`src/rtl/vend_pkg.sv`:
```
// Shared vending definitions: slot geometry, default motor time and the vend FSM states.
// Used by the inventory/dispense block and the payment stage.
package vend_pkg;

    localparam int NUM_ITEMS    = 8;
    localparam int CNT_W        = 4;
    localparam int MOTOR_CYCLES = 4;

    typedef enum logic [1:0] {
        IDLE,
        CHECK,
        DISPENSE,
        ACK
    } state_t;

endpackage

```
`src/rtl/motor_timer.sv`:
```
// Motor-on down-counter: a start pulse keeps busy high for CYCLES-1 following cycles,
// so the DISPENSE state that begins with the pulse lasts exactly CYCLES cycles.
module motor_timer #(
    parameter int CYCLES = 4
) (
    input  logic clk,
    input  logic rst,
    input  logic start,
    output logic busy
);

    localparam int W = (CYCLES > 1) ? $clog2(CYCLES) : 1;
    localparam logic [W-1:0] LOAD = W'(CYCLES - 1);

    logic [W-1:0] cnt;

    always_ff @(posedge clk) begin
        if (rst)
            cnt <= '0;
        else if (start)
            cnt <= LOAD;
        else if (cnt != '0)
            cnt <= cnt - 1'b1;
    end

    assign busy = (cnt != '0);

endmodule

```
`src/rtl/inventory_dispense.sv`:
```
// Per-slot stock counters and vend sequencer (IDLE/CHECK/DISPENSE/ACK) driving the dispense motor.
// Define INVENTORY_LOW_STOCK_ALERT_EN to build the low_stock comparators; otherwise low_stock is 0.
module inventory_dispense #(
    parameter int NUM_ITEMS    = vend_pkg::NUM_ITEMS,
    parameter int CNT_W        = vend_pkg::CNT_W,
    parameter int MOTOR_CYCLES = vend_pkg::MOTOR_CYCLES,
    parameter int LOW_THRESH   = 2
) (
    input  logic                       clk,
    input  logic                       rst,
    input  logic                       load_en,
    input  logic [NUM_ITEMS*CNT_W-1:0] init_stock,
    input  logic [3:0]                 cur_index,
    input  logic                       reduce_inventory,
    output logic                       reduce_inventory_done,
    output logic                       dispense_error,
    output logic                       motor_en,
    output logic [2:0]                 motor_sel,
    output logic [NUM_ITEMS-1:0]       sold_out,
    output logic                       empty_all,
    output logic [NUM_ITEMS-1:0]       low_stock
);

    import vend_pkg::*;

    localparam int IDX_W = (NUM_ITEMS > 1) ? $clog2(NUM_ITEMS) : 1;

    state_t                            state, next;
    logic [3:0]                        idx;
    logic [NUM_ITEMS-1:0][CNT_W-1:0]   cnt;
    logic [IDX_W-1:0]                  sel;
    logic                              in_range, vend_ok;
    logic                              timer_start, timer_busy;
    logic                              err;

    assign sel      = idx[IDX_W-1:0];
    assign in_range = ({28'd0, idx} < 32'(NUM_ITEMS));
    // Range is qualified first so an out-of-range index never reads a counter.
    assign vend_ok  = in_range && (cnt[sel] != '0);

    always_ff @(posedge clk) begin
        if (rst)
            state <= IDLE;
        else
            state <= next;
    end

    always_comb begin
        next        = state;
        timer_start = 1'b0;
        case (state)
            IDLE:     if (!load_en && reduce_inventory) next = CHECK;
            CHECK: begin
                if (vend_ok) begin
                    next        = DISPENSE;
                    timer_start = 1'b1;
                end else begin
                    next = ACK;
                end
            end
            DISPENSE: if (!timer_busy) next = ACK;
            ACK:      if (!reduce_inventory) next = IDLE;
            default:  next = IDLE;
        endcase
    end

    // The index is captured only on the IDLE->CHECK edge and held for the whole vend.
    always_ff @(posedge clk) begin
        if (rst)
            idx <= '0;
        else if (state == IDLE && !load_en && reduce_inventory)
            idx <= cur_index;
    end

    // Packed layout of cnt matches init_stock, so a reload is a plain copy.
    always_ff @(posedge clk) begin
        if (rst || (state == IDLE && load_en))
            cnt <= init_stock;
        else if (state == CHECK && vend_ok)
            cnt[sel] <= cnt[sel] - 1'b1;
    end

    always_ff @(posedge clk) begin
        if (rst)
            err <= 1'b0;
        else if (state == CHECK)
            err <= !vend_ok;
        else if (state == ACK && !reduce_inventory)
            err <= 1'b0;
    end

    motor_timer #(.CYCLES(MOTOR_CYCLES)) u_motor_timer (
        .clk   (clk),
        .rst   (rst),
        .start (timer_start),
        .busy  (timer_busy)
    );

    assign reduce_inventory_done = (state == ACK);
    assign dispense_error        = err;
    assign motor_en              = (state == DISPENSE);
    assign motor_sel             = (state == DISPENSE) ? idx[2:0] : 3'd0;

    genvar i;
    generate
        for (i = 0; i < NUM_ITEMS; i++) begin : g_flags
            assign sold_out[i] = (cnt[i] == '0);
`ifdef INVENTORY_LOW_STOCK_ALERT_EN
            assign low_stock[i] = (cnt[i] != '0) && ({{(32-CNT_W){1'b0}}, cnt[i]} <= 32'(LOW_THRESH));
`else
            assign low_stock[i] = 1'b0;
`endif
        end
    endgenerate

    assign empty_all = &sold_out;

endmodule

```
`config.mk`:
```
export PLATFORM = sky130hd
export DESIGN_NAME = inventory_dispense
export DESIGN_NICKNAME = d
export VERILOG_FILES = /design/src/rtl/vend_pkg.sv /design/src/rtl/motor_timer.sv /design/src/rtl/inventory_dispense.sv
export SDC_FILE = /design/constraint.sdc
export NUM_CORES = 1
export LEC_CHECK = 0
export CORE_MARGIN = 4
export CORE_UTILIZATION = 50
export DETAILED_ROUTE_END_ITERATION = 6
export PLACE_DENSITY = 0.81
export SLEW_MARGIN = 25
export SYNTH_ARGS = -nofsm -noshare
export SYNTH_HDL_FRONTEND = slang
export SYNTH_SLANG_ARGS = --single-unit
```
`constraint.sdc`:
```
create_clock -name clk -period 3.9 [get_ports clk]
set_input_delay 0.78 -clock clk [delete_from_list [all_inputs] [get_ports clk]]
set_output_delay 0.78 -clock clk [all_outputs]
set_load 0.01 [all_outputs]
```
==> impl_metrics.tcl, run 1 <==
set metrics [dict create \
    status "complete, no violations" \
    final_common_cell "clkdlybuf4s50_1" \
    grt_max_degree 28 \
    track_usage 0.2303 \
    synth-seq-cells 41 \
    synth-simple-area-share 0.1754 \
    switching_power_mw 0.7478 \
    gr-max-usage-layer "met2" \
    cts_made_buffers 5 \
    synth_compound_area_frac 0.1656 \
    area_growth_syn_to_layout_pct 26.34 \
    drcViolationCount 0 \
    synth_top_family_by_area "simple AND/OR/NAND/NOR gates" \
    clockPowerShare 0.178 \
    grt_pass1_wl_um 10880 \
    worst_slew_pin_slew_ps 623.5 \
    cpPeakStageDelay_ps 570 \
    antenna_found_initial 0 \
    port_buffers 54 \
    grt_pass1_vias 2079 \
    arrival_ps 3270 \
    syn-cell-area_sq_um 2546 \
    synth.avg_cell_area_sq_um 9.985 \
    setup_viol 0 \
    period_minus_slack_ps 3342 \
    async_flop_share 0 \
    slowest_stage "o31ai_1" \
    wl_per_cell_um 18.64 \
    start_kind "flip-flop" \
    globalplace.congestion 0.9081 \
    die_width_um 79.36 \
    syn_inst 255 \
    core_area_sq_um 4817 \
    finalPower_mw 1.903 \
    antenna_left 0 \
    p_leak_nw 1.179 \
    vdd_drop_max_uv 297.4 \
    skew_ps 6.522 \
    seq_area_frac_synth 0.4482 \
    rsz0062_at_grt "false" \
    fp-row-count 25 \
    grt_use_met1 0.3048 \
    yosys.area_share.xor_xnor 0.006880 \
    critPathCaptureType "flip-flop" \
    post-dp-hpwl_um 5160 \
    finalHoldViolCount 0 \
    finalMaxSlewViolations 0 \
    first_pass_iters 5 \
    root_buffer "clkbuf_8" \
    final_cell_mix "54 x clkdlybuf4s50_1, 34 x nand2_1, 32 x edfxtp_1, 21 x o21ai_0, 16 x nor2_1" \
    worstSkewPairLatency_ps 300 \
    drive_gt1_frac 0.09150 \
    grt-ovfl-total 0 \
    cts_tree "yes" \
    cts_resized 0 \
    powerDensity_nw_per_um2 591.5 \
    p_sw_frac 0.3930 \
    synth_cell_types 46 \
    worst_ep_required_time_ps 3830 \
    cp_cell_sequence "buf_4 > nand3_1 > o21ai_0 > a22oi_1 > o21ai_0 > inv_1 > ha_1 > a31oi_2 > nand2_2 > o31ai_1" \
    fmax_ghz 0.2992 \
    yosys_warnings 0 \
    ios 63 \
    clock_sinks 41 \
    vias 2225 \
    maxSlewHeadroom 0.5808 \
    dieArea_sq_um 6298 \
    p_int_mw 1.155 \
    drt-vias-per-instance 5.965 \
    synthMuxAreaShare 0.1002 \
    die_h_um 79.36 \
    globalRouteMet2Util 0.3813 \
    n_antenna_cell 0 \
    start_util 0.5286 \
    hold_class "flip-flop to flip-flop" \
    cts_max_level 2 \
    worst_path_dominant_cell_family "compound AO/OA/AOI/OAI gates" \
    hold_buffers 0 \
    synth_edf_count 32 \
    power_frac_comb 0.444 \
    synth_fa_ha_area_frac 0.03440 \
    final_nets 352 \
    cts_setup_buffers 0 \
    setup_tns_ps 0 \
    cts_buffer_depth 2 \
    use_met3 0.03968 \
    crit_type "flip-flop to flip-flop" \
    maxCapViolCount 0 \
    drt_iter0_drc 229 \
    path_max_fanout 9 \
    clk_pin_slew_worst_paths_ps 80 \
    seq_power_share 0.378 \
    drt-total-wl_um 6952 \
    path_common_cell "o21ai_0" \
    path_buf_inv 2 \
    min_period_over_period 0.8569 \
    ys.flop_type "edfxtp_1" \
]
==> flip-flops by register name, indices dropped and copies added, names as in the netlist <==
signal / flops
cnt: 32
idx: 4
state: 2
u_motor_timer.cnt: 2
dispense_error: 1
==> tightest hold or removal path, stage by stage (launching register included) <==
cell,delay (ps)
dfxtp_1,360
mux2i_1,80
nor2_1,70
==> area by class of cell <==
class	count	area, sq um
Timing Repair Buffer	61	593.1
Multi-Input combinational cell	188	1259
Fill cell	409	1600
Clock buffer	5	68.82
Tap cell	67	83.83
Sequential cell	41	1141
Inverter	8	30.03
Clock inverter	3	41.29
==> final timing paths <==
check / from / endpoint / slack (ps) / depth (start not counted)
min: idx[3]$_SDFFE_PP0P_ / idx[3]$_SDFFE_PP0P_ / 540 / 2
max: idx[1]$_SDFFE_PP0P_ / cnt[14]$_DFFE_PP_ / 560 / 10
min reg2reg: idx[3]$_SDFFE_PP0P_ / idx[3]$_SDFFE_PP0P_ / 540 / 2
max reg2reg: idx[1]$_SDFFE_PP0P_ / cnt[14]$_DFFE_PP_ / 560 / 10
==> per-layer routing <==
layer | vias to the layer above | part of all wire | wire length (um)
li1 | 1031 | - | -
met1 | 1069 | 0.41 | 2885
met2 | 116 | 0.50 | 3452
met3 | 9 | 0.073 | 505
met4 | 0 | 0.016 | 109
met5 | - | 0 | 0
==> synth_stat cells (4+ instances only) <==
| master | n | area (sq um) |
|---|---|---|
| nand2_1 | 34 | 127.6 |
| edfxtp_1 | 32 | 960.9 |
| o21ai_0 | 21 | 105.1 |
| nor2_1 | 16 | 60.06 |
| o31ai_1 | 14 | 105.1 |
| mux2i_1 | 12 | 120.1 |
| clkbuf_1 | 11 | 41.29 |
| dfxtp_1 | 9 | 180.2 |
| buf_4 | 8 | 60.06 |
| inv_1 | 8 | 30.03 |
| nand3_1 | 8 | 40.04 |
| nor4_1 | 8 | 50.05 |
| ha_1 | 7 | 87.58 |
| nand2b_1 | 7 | 43.79 |
| a21oi_1 | 5 | 25.02 |
| mux4_2 | 5 | 112.6 |
| a22o_1 | 4 | 35.03 |
==> power by group through the flow <==
stage / registers (mW) / clock network, mW / logic [mW]
3_5_place_dp: 0.725 / 0 / 0.830
5_1_grt: 0.731 / 0.358 / 0.922
4_1_cts: 0.718 / 0.337 / 0.837
6_report: 0.719 / 0.340 / 0.844
3_3_place_gp: 0.722 / 0 / 0.810
2_1_floorplan: 0.684 / 0 / 0.547
==> logic make-up after synthesis <==
family | after synthesis
AO/OA/AOI/OAI | 60
other | 1
XOR/XNOR | 2
AND/OR/NAND/NOR | 92
flip-flops | 41
adder cells (fa/ha/maj) | 7
buffers and inverters | 33
multiplexers | 19
==> per-stage QoR <==
step                  util  std cells  instance area (sq um)  setup WS, ps  hold WS (ps)
finish              0.6678        373                   3217         558.2         540.8
CTS                 0.6678        373                   3217         616.7         545.6
detailed placement  0.6449        365                   3107         647.8         535.0
global route        0.6678        373                   3217         285.1         571.8
floorplan                -        262                   2572          1094         485.6
global placement    0.6449        365                   3107         910.6         526.9
(Power assumes the default switching activity.)
==> run 2: changes to the inputs <==
GPL_TIMING_DRIVEN = 0   (was unset)
==> run 2 against run 1 <==
Clock skew hardly changed; fmax down 9.1%; critical path depth is the same; worst setup slack worse by 340 ps; sequential share of layout area shrank 1.0 points; clock power shrank 9.7%; via count is 3.2% higher; critical path type unchanged; global-route usage increased by 1.2 points; combinational power increased by 3.1%; count of clock-buffer cells in the layout grew 2.
==> impl_metrics.tcl, run 2 (synthesized netlist as in run 1, its figures left out) <==
set metrics [dict create \
    fp-row-count 25 \
    holdPathEnd "idx[3]$_SDFFE_PP0P_" \
    grt_pass1_vias 2227 \
    final_util 0.6878 \
    root_buffer "clkbuf_8" \
    cts_made_buffers 5 \
    hold_depth 2 \
    fmax_ghz 0.2719 \
    dp_slack_ps 86.74 \
    dieArea_sq_um 6298 \
    die_h_um 79.36 \
    largest_reg_flops 32 \
    hold_class "flip-flop to flip-flop" \
    drive_gt1_frac 0.1173 \
    wl_per_cell_um 18.76 \
    slowest_stage "o21ai_0" \
    vdd_drop_max_uv 320.9 \
    cts_setup_buffers 0 \
    n_antenna_cell 0 \
    critPathCaptureType "flip-flop" \
    clk_pin_slew_worst_paths_ps 80 \
    finalPower_mw 1.887 \
    drt_iter0_drc 322 \
    reg2reg_slack_ps 220 \
    final_nets 370 \
    grt-ovfl-total 0 \
    post-dp-hpwl_um 5499 \
    maxSlewHeadroom 0.3839 \
    clock_sinks 41 \
    final_common_cell "clkdlybuf4s50_1" \
    first_pass_iters 6 \
    min_period_over_period 0.9432 \
    drcViolationCount 0 \
    worst_slew_pin_slew_ps 921.0 \
    rsz0062_at_grt "false" \
    nFillCells 420 \
    period_minus_slack_ps 3678 \
    cp_cell_sequence "clkbuf_1 > buf_2 > buf_1 > a31oi_1 > o21ai_1 > inv_1 > ha_1 > a31oi_2 > nand2_2 > o21ai_0" \
    r2r-end "cnt[28]$_DFFE_PP_" \
    setup_tns_ps 0 \
    track_usage 0.2426 \
    ios 63 \
    cts_buffer_depth 2 \
    powerDensity_nw_per_um2 569.4 \
    top_register "cnt" \
    finalHoldViolCount 0 \
    hp-start "idx[3]$_SDFFE_PP0P_" \
    antenna_left 0 \
    start_util 0.5286 \
    crit_type "flip-flop to flip-flop" \
    p_leak_nw 1.235 \
    worst_ep_required_time_ps 3830 \
    area_growth_syn_to_layout_pct 30.12 \
    final_cell_mix "54 x clkdlybuf4s50_1, 34 x nand2_1, 32 x edfxtp_1, 19 x o21ai_0, 16 x nor2_1" \
    r2r_cells 10 \
    core_area_sq_um 4817 \
    largestRegisters "cnt (32), idx (4)" \
    skew_ps 6.880 \
    rr_startpoint "idx[0]$_SDFFE_PP0P_" \
    die_width_um 79.36 \
    grt_max_degree 13 \
    cpPeakStageDelay_ps 550 \
    drt-total-wl_um 7335 \
    drt-vias-per-instance 5.875 \
    maxCapViolCount 0 \
    vias 2297 \
    setup_viol 0 \
    grt_pass1_wl_um 11410 \
    cts_max_level 2 \
    status "complete, no violations" \
    antenna_found_initial 0 \
    globalplace.congestion 0.9844 \
    hold_slack_ps 540.1 \
    path_max_fanout 10 \
    finalMaxSlewViolations 0 \
    port_buffers 54 \
    start_kind "flip-flop" \
    cts_tree "yes" \
    arrival_ps 3610 \
    setup_slack_ps 221.7 \
    worstSkewPairLatency_ps 300 \
]
-- run 2: worst max-delay path by stage --
stage                              to                start
floorplan           cnt[10]$_DFFE_PP_  idx[0]$_SDFFE_PP0P_
global placement     cnt[8]$_DFFE_PP_  idx[0]$_SDFFE_PP0P_
detailed placement  cnt[14]$_DFFE_PP_  idx[0]$_SDFFE_PP0P_
CTS                 cnt[14]$_DFFE_PP_  idx[0]$_SDFFE_PP0P_
global route        cnt[24]$_DFFE_PP_  idx[0]$_SDFFE_PP0P_
finish              cnt[28]$_DFFE_PP_  idx[0]$_SDFFE_PP0P_
-- run 2: area by class of cell --
| type | count | area [sq um] | share of cell area |
|---|---|---|---|
| Tap cell | 67 | 83.83 | 0.02530 |
| Multi-Input combinational cell | 188 | 1274 | 0.3844 |
| Inverter | 8 | 30.03 | 0.009063 |
| Buffer | 25 | 142.6 | 0.04305 |
| Timing Repair Buffer | 54 | 540.5 | 0.1631 |
| Clock buffer | 7 | 96.34 | 0.02908 |
| Clock inverter | 1 | 5.005 | 0.001511 |
| Sequential cell | 41 | 1141 | 0.3444 |
-- run 2: timing repair --
item	CTS	global route
setup endpoints to repair	0	32
hold buffers	0	0
resized for setup	0	5
-- run 2: worst max-delay path: cells and delay by family (launching register included) --
family                     cells  cell delay (ps)
AOI/OAI and AO/OA              4             1360
adders and majority gates      1              240
buffers and inverters          4             1180
DFF                            1              310
and+or+nand+nor                1              230
-- run 2: metal layers --
metal,vias up,wire length [um],track usage
li1,1073,-,-
met1,1074,3049,0.3141
met2,126,3504,0.3990
met3,24,581,0.05215
met4,0,199,0.08935
met5,-,0,0
-- run 2: report_power, final --
part	total (mW)	switching, mW	internal (mW)
Combinational	0.870	0.535	0.335
Clock	0.307	0.147	0.160
Sequential	0.710	0.0814	0.629
-- run 2: per-stage QoR --
stage / std cells / cell area [sq um]
global placement: 383 / 3197
floorplan: 262 / 2572
detailed placement: 383 / 3197
finish: 391 / 3313
CTS: 391 / 3298
global route: 391 / 3313
